## config.mk

```make
export PLATFORM = sky130hd
export DESIGN_NAME = seq_magnitude_comparator
export DESIGN_NICKNAME = d
export VERILOG_FILES = /design/src/rtl/cmp_pkg.sv /design/src/rtl/chunk_compare.sv /design/src/rtl/seq_magnitude_comparator.sv
export SDC_FILE = /design/constraint.sdc
export NUM_CORES = 1
export LEC_CHECK = 0
export BUFFER_PORTS_ARGS = -buffer_cell sky130_fd_sc_hd__buf_2
export CAP_MARGIN = 20
export CORE_MARGIN = 1.5
export CORE_UTILIZATION = 45
export CTS_BUF_LIST = sky130_fd_sc_hd__clkbuf_2 sky130_fd_sc_hd__clkbuf_4 sky130_fd_sc_hd__clkbuf_8
export DETAILED_ROUTE_END_ITERATION = 7
export PLACE_DENSITY = 0.8
export SYNTH_ARGS = -nofsm -noshare
export SYNTH_HDL_FRONTEND = slang
export SYNTH_SLANG_ARGS = --single-unit
```

## constraint.sdc

```tcl
create_clock -name CLK -period 1.8 [get_ports CLK]
set_input_delay 0.09 -clock CLK [delete_from_list [all_inputs] [get_ports CLK]]
set_output_delay 0.09 -clock CLK [all_outputs]
set_load 0.02 [all_outputs]
```

## src/rtl/cmp_pkg.sv

```systemverilog
// Shared types for the sequential magnitude comparator: FSM states, verdict
// encoding and the step-counter width helper.
package cmp_pkg;

   typedef enum logic [1:0] {
      IDLE    = 2'd0,
      COMPARE = 2'd1,
      FINISH  = 2'd2
   } state_e;

   typedef enum logic [1:0] {
      CMP_EQ = 2'd0,
      CMP_GT = 2'd1,
      CMP_LT = 2'd2
   } verdict_e;

   // A single-step compare still needs a one-bit index register.
   function automatic int cnt_width(input int n);
      return (n > 1) ? $clog2(n) : 1;
   endfunction

endpackage

```

## src/rtl/chunk_compare.sv

```systemverilog
// Combinational CHUNK-bit unsigned compare; the top module feeds it the chunk
// selected by its step counter.
module chunk_compare #(
   parameter int CHUNK = 1
) (
   input  logic [CHUNK-1:0] a_i,
   input  logic [CHUNK-1:0] b_i,
   output logic             gt_o,
   output logic             lt_o
);

   assign gt_o = (a_i > b_i);
   assign lt_o = (a_i < b_i);

endmodule

```

## src/rtl/seq_magnitude_comparator.sv

```systemverilog
// Multi-cycle MSB-first magnitude comparator, CHUNK bits per clock, with a
// START/DONE handshake, optional signed mode and optional early exit.
module seq_magnitude_comparator
   import cmp_pkg::*;
#(
   parameter int WIDTH      = 8,
   parameter int CHUNK      = 1,
   parameter int EARLY_EXIT = 1
) (
   input  logic             CLK,
   input  logic             RST_N,
   input  logic             START,
   input  logic             SIGNED_MODE,
   input  logic [WIDTH-1:0] A,
   input  logic [WIDTH-1:0] B,
   output logic             BUSY,
   output logic             DONE,
   output logic             VALID,
   output logic             C1,
   output logic             C2,
   output logic             C3
);

   localparam int N  = WIDTH / CHUNK;
   localparam int CW = cnt_width(N);
   localparam logic [CW-1:0] LAST_IDX = CW'(N - 1);

   state_e           state_q, state_d;
   verdict_e         verdict_q, verdict_d;
   logic [WIDTH-1:0] a_q, a_d;
   logic [WIDTH-1:0] b_q, b_d;
   logic [CW-1:0]    idx_q, idx_d;
   logic             valid_q, valid_d;

   logic [N-1:0][CHUNK-1:0] a_chunks, b_chunks;
   logic                    step_gt, step_lt, step_differs, step_exit;

   assign a_chunks = a_q;
   assign b_chunks = b_q;

   chunk_compare #(.CHUNK(CHUNK)) u_chunk_compare (
      .a_i  (a_chunks[idx_q]),
      .b_i  (b_chunks[idx_q]),
      .gt_o (step_gt),
      .lt_o (step_lt)
   );

   assign step_differs = step_gt | step_lt;
   // Index 0 is the natural end; the counter is never decremented past it.
   assign step_exit    = (idx_q == '0) || ((EARLY_EXIT != 0) && step_differs);

   // NOTE: every signal assigned in a combinational block gets a default first,
   // so no path leaves it unassigned and no latch is inferred.
   always_comb begin
      state_d = state_q;
      case (state_q)
         IDLE:    if (START) state_d = COMPARE;
         COMPARE: if (step_exit) state_d = FINISH;
         FINISH:  state_d = IDLE;
         default: state_d = IDLE;
      endcase
   end

   always_comb begin
      a_d       = a_q;
      b_d       = b_q;
      idx_d     = idx_q;
      verdict_d = verdict_q;
      valid_d   = valid_q;
      case (state_q)
         IDLE: begin
            if (START) begin
               // Flipping both MSBs maps two's complement onto offset binary,
               // so the signed compare becomes a plain unsigned one.
               a_d       = {A[WIDTH-1] ^ SIGNED_MODE, A[WIDTH-2:0]};
               b_d       = {B[WIDTH-1] ^ SIGNED_MODE, B[WIDTH-2:0]};
               idx_d     = LAST_IDX;
               verdict_d = CMP_EQ;
               valid_d   = 1'b0;
            end
         end
         COMPARE: begin
            if ((verdict_q == CMP_EQ) && step_differs)
               verdict_d = step_gt ? CMP_GT : CMP_LT;
            if (idx_q != '0)
               idx_d = idx_q - CW'(1);
            if (step_exit)
               valid_d = 1'b1;
         end
         default: ;
      endcase
   end

   // NOTE: sequential state uses non-blocking assignments so every register
   // samples the pre-edge values, independent of statement order.
   always_ff @(posedge CLK or negedge RST_N) begin
      if (!RST_N) begin
         state_q   <= IDLE;
         verdict_q <= CMP_EQ;
         a_q       <= '0;
         b_q       <= '0;
         idx_q     <= '0;
         valid_q   <= 1'b0;
      end else begin
         state_q   <= state_d;
         verdict_q <= verdict_d;
         a_q       <= a_d;
         b_q       <= b_d;
         idx_q     <= idx_d;
         valid_q   <= valid_d;
      end
   end

   always_comb begin
      BUSY = 1'b0;
      DONE = 1'b0;
      case (state_q)
         COMPARE: BUSY = 1'b1;
         FINISH:  DONE = 1'b1;
         default: ;
      endcase
   end

   // The verdict register is a scratch value while busy; VALID gates it out.
   assign VALID = valid_q;
   assign C1    = valid_q && (verdict_q == CMP_GT);
   assign C2    = valid_q && (verdict_q == CMP_EQ);
   assign C3    = valid_q && (verdict_q == CMP_LT);

endmodule

```

==> impl_results.md <==
* Layout Skew at 9.08 ps
* Slowest stage delay, CP at 510 ps
* Clk_lat worst skew at 310 ps
* Residual DRC at 0
* Vias post-DR at 930
* Setup Viol. Count Final at 3
* Ys async rst share at 100%
* CTS Buf Count at 3
* Routability-driven placement congestion ratio at 0.713
* Worst Hold Depth at 3
* Ant. Diodes at 0
* Setup Fix Bufs, Post-CTS at 0
* Drt wl/cell at 12.8 um
* Total Power at 0.00253 W
* Core area at 0.00245 mm^2
* Slowest CP cell: mux4_2
* IO Count at 26
* Worst EP required at 2020 ps
* Synth unique cells at 27
* Layout area overhead at 32.2%
* Hold slack final at 42.5 ps
* DP HPWL at 1620 um
* Iteration-0 DRC Markers at 15
* Pwr dens at 1640 mW/mm^2
* DIE HEIGHT at 53.9 um
* Post-synth top area share at 51.6%
* Sequential fraction of the synthesis area at 51.6%
* Mean area per synthesized cell at 10.2 um^2
* Slew margin rel. at 54.6%
* Htree depth at 1
* Routed wire length at 2380 um
* R2R cell count at 4
* Nets at 179
* Max Slew Vio Count at 0
* Most frequent cell after synthesis: nand2_1
* Yosys warning count at 0
* First-pass GRT wire length at 3840 um
* Die area at 0.00290 mm^2
* Post-synth EDFFs at 0
* All-Layer GR Usage at 18.8%
* CP Data Arrival Time at 2100 ps
* Initial antenna violation count at 0
* Tcrit/Tclk final at 105%
* Crit Path Category: reg2reg
* Peak Freq at 531 MHz
* CP max FO at 5
* Main synth FF type: dfrtp_1
* Synth area leader: dfrtp_1
* CP Capture Type: register
* Synthesized cell area at 0.00116 mm^2
* Status: finished with violations
* Worst Hold Class: in2reg
* Cells after synthesis at 114
* Worst Max-Slew Pin Slew at 682 ps
* DR pass1 iterations at 4
* I/O Buffers at 25
* CTS tree: yes
* Layout cells sized above 1 at 27.7%
* Final hold viol count at 0
* Vias per cell at 5.03
* Most frequent cells after synthesis: 48 x nand2_1, 24 x dfrtp_1, 4 x inv_1, 4 x mux4_1
* Crit path time final at 1880 ps
* Vias in the first global route at 877
* Worst VDD drop at 0.00113 V
* Root buf cell: clkbuf_4
* Crit path launch type: register
* Die Width at 53.9 um
* Final core area utilization at 62.7%
* Post-Synthesis Net Count at 137
* Grt total ovfl at 0
* Synth Register Bits at 24
* LEAKAGE at 0.799 nW
* Starting Density at 47.5%
* Failing checks: negative setup slack
* Clk sink count at 24
* Cell Chain, Critical Path: mux4_2 > mux2_4 > ha_4 > o41ai_2
* CTS clk-pin slew, worst paths at 140 ps
* Unrepaired setup endpoints after global routing: yes
* Largest net degree at the start of global routing at 25
* Antenna-violating nets left at 0
* Maximum root-to-sink buffer count at 2
* Max-cap viol count at 0
* Area contributors post-synth: dfrtp_1 52%, nand2_1 15%, mux4_1 9.0%
* Setup ws final at -83.6 ps
* Cell Rows at 18
-- report_power, final --
group	switching (W)	total (W)	internal, W
Sequential	0.000201	0.000985	0.000784
Clock	0.000162	0.000387	0.000225
Combinational	0.000571	0.00116	0.000586
Total	0.000934	0.00253	0.00159
-- through the flow --
stage / area [um^2] / setup TNS, ps / worst slack [ps] / instances
2_1_floorplan: 1180 / -69.3 / -24.2 / 114
3_3_place_gp: 1330 / -304 / -109 / 166
3_5_place_dp: 1330 / -515 / -162 / 166
4_1_cts: 1540 / -275 / -98.2 / 185
5_1_grt: 1540 / -562 / -191 / 185
6_report: 1540 / -235 / -83.6 / 185
-- cell families (layout without fill, tap and decap cells) --
family                     Yosys count  after routing  share of synthesized area, %
DFF                                 24             24                          51.6
muxes                                6              6                          10.8
adders and majority gates            3              3                          3.22
AOI/OAI and AO/OA                   11             11                          6.23
xor gates and xnor gates             2              2                          1.50
buffers and inverters                9             50                          3.87
and+or+nand+nor                     59             59                          22.8
-- registers in the layout (all words and copies together), names as in the netlist --
register / count
idx_q: 3
b_chunks: 8
state_q: 2
a_chunks: 8
VALID: 1
verdict_q: 2
-- critical path: cells and delay by family, from the launching register on --
kind	cells	cell delay [ps]
AOI/OAI and AO/OA	1	290
adders and majority gates	1	240
DFF	1	470
muxes	2	800
-- routing by layer --
layer	track usage (%)	part of all wire, %	vias to the layer above
met5	0	0	-
met4	5.13	0.38	0
met3	3.33	2.9	2
met2	31.5	52	18
met1	24.9	44	447
li1	-	-	463
-- area by class of cell --
type / instances / area, um^2
fillers: 204 / 915
flip-flops and latches: 24 / 602
multi-input cells: 81 / 543
repair buffers: 42 / 290
well taps: 30 / 37.5
clock inverters: 1 / 30.0
clock buffers: 3 / 22.5
inverters: 4 / 15.0
-- path summary, 6_finish.rpt --
| kind | startpoint | end | slack [ps] |
|---|---|---|---|
| worst max-delay path | idx_q[0] | verdict_q[0] | -80 |
| worst max register to register | idx_q[0] | verdict_q[0] | -80 |
| worst min register to register | b_chunks[6] | b_chunks[6] | 490 |
| worst min-delay path | B[7] | b_chunks[7] | 40 |
| max in group asynchronous | RST_N | idx_q[0] | 1150 |
| min in group asynchronous | RST_N | state_q[1] | 260 |
-- layout by cell type, fill, tap and decap left out --
cell type and count:
a211oi_1 1, clkbuf_4 3, nor4b_1 1, nand2_1 48, and3_1 1, and3b_1 2
nor2b_1 1, dfrtp_1 23, nand2b_1 2, buf_4 2, ha_1 2, a31oi_1 1
mux2_4 1, nand3_1 1, mux4_2 4, inv_1 4, dlygate4sd3_1 15, buf_2 25
nor3b_2 1, a21o_1 1, xnor2_1 2, o41ai_2 2, o21ai_0 3, a211o_1 1
a21oi_2 1, mux2i_2 1, dfrtp_2 1, nor3b_1 1, bufinv_16 1, or3b_1 1
ha_4 1, a21oi_1 1
-- what timing repair did --
action / in CTS / in global routing
endpoints found under the hold margin: 38 / 0
resized for setup: 2 / 0
hold buffers: 15 / 0
endpoints found under the setup margin: 5 / 4
pin swaps: 0 / 0
Note: power is estimated with default switching activity, not from simulation.
